--- src/rtl/multiply_acc_seq.sv ---
// Sequential shift-add multiplier with an accumulator and a sticky overflow flag.
// The product takes one multiplier bit per clock, LSB first; DONE holds until consumed.
module multiply_acc_seq #(
  parameter int unsigned A_W    = 3,
  parameter int unsigned B_W    = 3,
  parameter int unsigned ACC_W  = 12,
  parameter bit          SIGNED = 1'b0
) (
  input  logic               clk,
  input  logic               rst,
  input  logic               in_valid,
  output logic               in_ready,
  input  logic [A_W-1:0]     a,
  input  logic [B_W-1:0]     b,
  input  logic               acc_en,
  input  logic               clr,
  output logic               out_valid,
  input  logic               out_ready,
  output logic [A_W+B_W-1:0] product,
  output logic [ACC_W-1:0]   result,
  output logic               ovf
);

  localparam int unsigned PW = A_W + B_W;
  localparam int unsigned CW = (B_W > 1) ? $clog2(B_W) : 1;
  localparam logic [CW-1:0] LastCnt = CW'(B_W - 1);

  typedef enum logic [1:0] {StIdle, StCalc, StDone} state_e;

  state_e            state_q, state_d;
  logic [PW-1:0]     mcand_q, mcand_d;
  logic [B_W-1:0]    b_q, b_d;
  logic              acc_en_q, acc_en_d;
  logic [CW-1:0]     cnt_q, cnt_d;
  logic [PW-1:0]     pp_q, pp_d;
  logic [PW-1:0]     product_q, product_d;
  logic [ACC_W-1:0]  result_q, result_d;
  logic              ovf_q, ovf_d;

  logic [PW-1:0]     a_ext;
  logic [PW-1:0]     term;
  logic [PW-1:0]     pp_next;
  logic              last;
  logic [ACC_W-1:0]  prod_ext;
  logic [ACC_W-1:0]  base;
  logic [ACC_W:0]    sum;
  logic              wrap;

  always_comb begin
    a_ext    = SIGNED ? PW'($signed(a)) : PW'(a);
    last     = (cnt_q == LastCnt);
    term     = b_q[0] ? mcand_q : '0;
    // Two's complement: the multiplier MSB carries negative weight.
    pp_next  = (SIGNED && last) ? (pp_q - term) : (pp_q + term);
    prod_ext = SIGNED ? ACC_W'($signed(pp_next)) : ACC_W'(pp_next);
    base     = acc_en_q ? result_q : '0;
    sum      = {1'b0, base} + {1'b0, prod_ext};
    wrap     = SIGNED ? ((base[ACC_W-1] == prod_ext[ACC_W-1]) &&
                         (sum[ACC_W-1] != base[ACC_W-1]))
                      : sum[ACC_W];

    state_d   = state_q;
    mcand_d   = mcand_q;
    b_d       = b_q;
    acc_en_d  = acc_en_q;
    cnt_d     = cnt_q;
    pp_d      = pp_q;
    product_d = product_q;
    result_d  = result_q;
    ovf_d     = ovf_q;

    if (clr) begin
      result_d = '0;
      ovf_d    = 1'b0;
    end

    unique case (state_q)
      StIdle: begin
        if (in_valid) begin
          mcand_d  = a_ext;
          b_d      = b;
          acc_en_d = acc_en;
          pp_d     = '0;
          cnt_d    = '0;
          state_d  = StCalc;
        end
      end
      StCalc: begin
        pp_d    = pp_next;
        mcand_d = mcand_q << 1;
        b_d     = b_q >> 1;
        cnt_d   = cnt_q + CW'(1);
        if (last) begin
          cnt_d     = '0;
          product_d = pp_next;
          state_d   = StDone;
          // A coincident clear behaves as an accumulator of zero, which cannot wrap.
          if (clr) begin
            result_d = prod_ext;
            ovf_d    = 1'b0;
          end else begin
            result_d = sum[ACC_W-1:0];
            ovf_d    = ovf_q | (acc_en_q & wrap);
          end
        end
      end
      StDone: begin
        if (out_ready) state_d = StIdle;
      end
      default: state_d = StIdle;
    endcase
  end

  always_ff @(posedge clk or negedge rst) begin
    if (!rst) begin
      state_q   <= StIdle;
      mcand_q   <= '0;
      b_q       <= '0;
      acc_en_q  <= 1'b0;
      cnt_q     <= '0;
      pp_q      <= '0;
      product_q <= '0;
      result_q  <= '0;
      ovf_q     <= 1'b0;
    end else begin
      state_q   <= state_d;
      mcand_q   <= mcand_d;
      b_q       <= b_d;
      acc_en_q  <= acc_en_d;
      cnt_q     <= cnt_d;
      pp_q      <= pp_d;
      product_q <= product_d;
      result_q  <= result_d;
      ovf_q     <= ovf_d;
    end
  end

  assign in_ready  = (state_q == StIdle);
  assign out_valid = (state_q == StDone);
  assign product   = product_q;
  assign result    = result_q;
  assign ovf       = ovf_q;

endmodule

--- config.mk ---
export PLATFORM = sky130hd
export DESIGN_NAME = multiply_acc_seq
export DESIGN_NICKNAME = d
export VERILOG_FILES = /design/src/rtl/multiply_acc_seq.sv
export SDC_FILE = /design/constraint.sdc
export NUM_CORES = 1
export LEC_CHECK = 0
export ABC_AREA = 1
export BUFFER_PORTS_ARGS = -buffer_cell sky130_fd_sc_hd__buf_2
export CAP_MARGIN = 20
export CORE_MARGIN = 2
export CORE_UTILIZATION = 28
export CTS_BUF_LIST = sky130_fd_sc_hd__clkbuf_16
export DETAILED_ROUTE_END_ITERATION = 10
export PLACE_DENSITY = 0.47
export SYNTH_ARGS = -nofsm -noshare
export SYNTH_HDL_FRONTEND = slang
export SYNTH_SLANG_ARGS = --single-unit
--- constraint.sdc ---
create_clock -name clk -period 3.4 [get_ports clk]
set_clock_uncertainty 0.15 [all_clocks]
set_input_delay 0.34 -clock clk [delete_from_list [all_inputs] [get_ports clk]]
set_output_delay 0.34 -clock clk [all_outputs]
set_load 0.005 [all_outputs]
# After elaboration in Yosys (flattened, before gate mapping)
# Cells that the tools add are included.
[totals] wordCells=49 register_bits=39
[classes] eq_ne=6 muxes=23 bitwise=2 addsub=3 n_reduce_logical=6
[op_table] cell="12-bit two-way mux" n=5
[op_table] cell="6-bit one-hot mux with 2 select lines" n=2
[op_table] cell="6-bit two-way mux" n=3
[op_table] cell="12-bit by 6-bit adder with 13-bit output" n=1
[op_table] cell="2-bit two-way mux" n=5
[op_table] cell="6-bit adder" n=1
[op_table] cell="2-bit one-hot mux with 3 select lines" n=1
[op_table] cell="3-bit one-hot mux with 2 select lines" n=1
[op_table] cell="2-bit AND reduction" n=3
[op_table] cell="2-bit equality test (second input constant)" n=2
[op_table] cell="1-bit two-way mux" n=4
[op_table] cell="2-bit inequality test (second input constant)" n=2
[op_table] cell="2-bit one-hot mux with 2 select lines" n=1
[op_table] cell="3-bit two-way mux" n=1
[op_table] cell="3-bit AND reduction" n=1
[op_table] cell="2-bit by 1-bit adder with 2-bit output (second input constant)" n=1
[op_table] cell="2-bit by 1-bit equality test with 1-bit output (second input constant)" n=1
[op_table] cell="2-bit logical NOT" n=1
[op_table] cell="2-bit by 1-bit inequality test with 1-bit output (second input constant)" n=1
[op_table] cell="2-bit nonzero test" n=1
[op_table] cell="1-bit bitwise AND" n=1
[op_table] cell="1-bit bitwise OR" n=1

# Depth between registers and ports, before layout
[logic_depth] word_depth=8 ltp_mapped=20 ltp_nobuf=19

# Least setup slack after synthesis
# Ideal clock, no wire load.
[synth_timing] path_type="register to register" from="register b_q[0]" to="register result_q[7], in the netlist result[7]" stages_incl_launch_ff=16 path_slack_ns=0.731 arrival_ns=2.396 path_buffers=1 synth_period_minus_slack_ns=2.669 path_cell_list="dfrtp_1 -> buf_2 -> nand2_1 -> inv_1 -> ha_1 -> fa_1 -> nand3_1 -> a21o_1 -> nand2_1 -> ha_1 -> nand2_1 -> nand2_1 -> a21oi_1 -> nand2_1 -> o21ai_0 -> o21ai_1"
[synth_between] elab_chain_cells=6
[synth_lines] element="from (decl)" line="32" source="logic [B_W-1:0] b_q, b_d;"
[synth_lines] element="from (signal assigned)" line="118" source="b_q <= '0;"
[synth_lines] element="from (signal assigned)" line="128" source="b_q <= b_d;"
[synth_lines] element="6-bit two-way mux" line="52" source="term = b_q[0] ? mcand_q : '0;"
[synth_lines] element="6-bit adder" line="54" source="pp_next = (SIGNED && last) ? (pp_q - term) : (pp_q + term);"
[synth_lines] element="net pp_next[4]" line="42" source="logic [PW-1:0] pp_next;"
[synth_lines] element="12-bit by 6-bit adder with 13-bit output" line="57" source="sum = {1'b0, base} + {1'b0, prod_ext};"
[synth_lines] element="12-bit two-way mux" line="98" source="if (clr) begin"
[synth_lines] element="12-bit two-way mux" line="93" source="if (last) begin"
[synth_lines] element="12-bit two-way mux" line="77" source="unique case (state_q)"
[synth_lines] element="net result_d[7]" line="37" source="logic [ACC_W-1:0] result_q, result_d;"
[synth_lines] element="to (signal assigned)" line="133" source="result_q <= result_d;"
[synth_lines] element="to (decl)" line="37"
# The timed path passes the listed nets, and every way through them passes these cells.
# A chain may end at the register's enable or synchronous reset.

# Worst setup path in the final report
# Ends and elaborated chain as after synthesis.

==> impl_metrics.ini <==
[power]
total_power_uw = 2710
power.density_nw_per_um2 = 952
power.leakage_uw = 0.00164
ir_drop_mv = 0.513

[floorplanning]
std_cell_rows = 33
start_util_pct = 29.2
die_h_um = 96.7
design.core.area_um2 = 8260
die_w_um = 96.7
die_area_um2 = 9350
io_pins = 33

[clock_network]
insertion_delay_ns = 0.28
htree_levels = 2
cts_setup_buffers = 0
cts_resized = 0
cts_tree = yes
cts_root_buf = clkbuf_16
cts.sinks = 39
cts-buffers-inserted = 5
cts_buffer_depth = 2
path_clk_slew_ns = 0.06
holdBufCountCts = 0

[logic_synthesis]
synthTopCellsByCount = nand2_1, inv_1, dfrtp_1
synthCells = 313
avgSynthCellArea_um2 = 7.69
ys_warn_count = 0
yosysTopAreaCell = dfrtp_1
yosysMostFrequentCell = nand2_1
yosysUniqueCellTypes = 36
synth-edff-count = 0
synthFlopType = dfrtp_1
ys_async_sr_fraction_pct = 100
synthTopCellsByArea = dfrtp_1, nand2_1, inv_1
syn_nets = 338
netlist.area_leader.share_pct = 40.5
ys_seq_elements = 39
netlist_area_um2 = 2410
seq_area_frac_synth_pct = 40.5

[timing]
period_share_pct = 88.5
hold_viol = 0
tns_ns = 0
setup_viol = 0
fmax_mhz = 332
grt_setup_unrepaired = false
maxSlewHeadroom_pct = 40.4
fin_crit_ns = 3.01
worstMarginPinSlew_ns = 0.895
finalMaxSlewViolations = 0

[grt]
antenna_found_initial = 0
grt_remaining_overflow = 0
gr-usage-met2_pct = 21.0
grt_pass1_wl_um = 10600
grt-busiest-layer = met2
grt_max_degree = 40
first_global_vias = 2170
grt_util_all_layers_pct = 13.7
grtUsageMet3_pct = 2.67
met1_usage_pct = 19.4

[routing]
vias = 2124
wl_per_cell_um = 13.1
routed_wl_um = 5900
drtIter0Drc = 118
drc = 0
antenna_left = 0
first_pass_iters = 4
vias_per_cell = 4.70

[layout]
fin_nets = 371
n_antenna_cell = 0
drive_gt1_share_pct = 15.3
utilization_pct = 34.4
multiInputGateArea_um2 = 1190
regArea_um2 = 976
area_growth_pct = 18.0
final_cell_count_no_fill = 452
fillers = 898

[job]
maxCapViolCount = 0

[placement]
dp.cells = 444
io_buffers = 32
finalWeightedCongestion = 0.846
hpwl_um = 4370

[setup_path]
critPathKind = flop to flop
cp_max_fo = 8
critical_path_arrival_ns = 3.03
end_kind = flop
start_kind = flop
cp.required_ns = 3.42

[hold_path]
min_path_type = input pin to asynchronous set/reset pin

[run_status]
outcome = complete, no violations
## sequential cells by signal, summed over array words and instances (netlist names)
signal,cells
pp_q,6
mcand_q,6
state_q,2
b_q,3
ovf,1
result,12
acc_en_q,1
product,6
cnt_q,2
## placed cells by master (no fill, tap or decap), types with 4 or more instances in the layout
| cell | count |
|---|---|
| nor2_1 | 10 |
| buf_2 | 32 |
| inv_1 | 45 |
| nor3_1 | 4 |
| o21ai_0 | 15 |
| clkbuf_16 | 5 |
| a21oi_1 | 12 |
| nand2_1 | 98 |
| nand3_1 | 31 |
| a22o_1 | 4 |
| dfrtp_1 | 39 |
| ha_1 | 11 |
## routing by layer
layer / up-vias / share of wire (%)
li1: 1075 / -
met5: - / 0
met4: 0 / 1.8
met3: 8 / 5.2
met1: 998 / 49
met2: 43 / 44
## area by class of cell
cell class	count	area share (%)
clock buffers	5	4.40
inverters	49	6.52
repair buffers	33	5.90
multi-input cells	218	41.8
well taps	105	4.62
clock inverters	3	2.38
flip-flops and latches	39	34.3
## worst max-delay path, stage by stage, from the launching register on
cell,delay [ns]
dfrtp_1,0.45
nand2_1,0.09
inv_1,0.04
ha_1,0.22
fa_1,0.42
nand3_1,0.12
a21o_1,0.12
nand2_1,0.09
ha_1,0.37
nand2_1,0.09
nand2_1,0.08
a21oi_1,0.19
nand2_1,0.16
o21ai_0,0.22
o21ai_1,0.08
## path summary, 6_finish.rpt
path                                              from                      to  slack (ns)  cells past startpoint
worst max-delay path                b_q[0]$_DFFE_PN0P_     result[7]$_DFF_PN0_        0.39                     14
worst min-delay path                               rst      b_q[2]$_DFFE_PN0P_        0.03                      1
worst max register to register      b_q[0]$_DFFE_PN0P_     result[7]$_DFF_PN0_        0.39                     14
worst min register to register  product[4]$_DFFE_PN0P_  product[4]$_DFFE_PN0P_        0.33                      2
max in group asynchronous                          rst  product[5]$_DFFE_PN0P_        2.51                      1
min in group clk                             out_ready  state_q[1]$_DFFE_PN0P_        0.07                      2
## cells by family after synthesis
group                      Yosys count  share of synthesized area, %
buffers and inverters               56                          10.1
muxes                                1                         0.468
AOI/OAI and AO/OA                   45                          11.2
DFF                                 39                          40.5
and+or+nand+nor                    155                          28.8
xor gates and xnor gates             4                          1.46
adders and majority gates           13                          7.38
## metrics by stage
stage | cell area, um^2 | hold WS (ns) | setup WS (ns)
3_5_place_dp | 2650 | 0.310 | 0.388
5_1_grt | 2840 | 0.0923 | 0.105
6_report | 2840 | 0.0310 | 0.390
2_1_floorplan | 2410 | -0.106 | 0.731
3_3_place_gp | 2650 | 0.303 | 0.389
4_1_cts | 2840 | 0.0712 | 0.382
## where the power goes
| part | internal [uW] | switching [uW] |
|---|---|---|
| registers | 646 | 132 |
| logic | 495 | 824 |
| clock network | 420 | 189 |
| total | 1560 | 1140 |
Note: power is estimated with default switching activity, not from simulation.
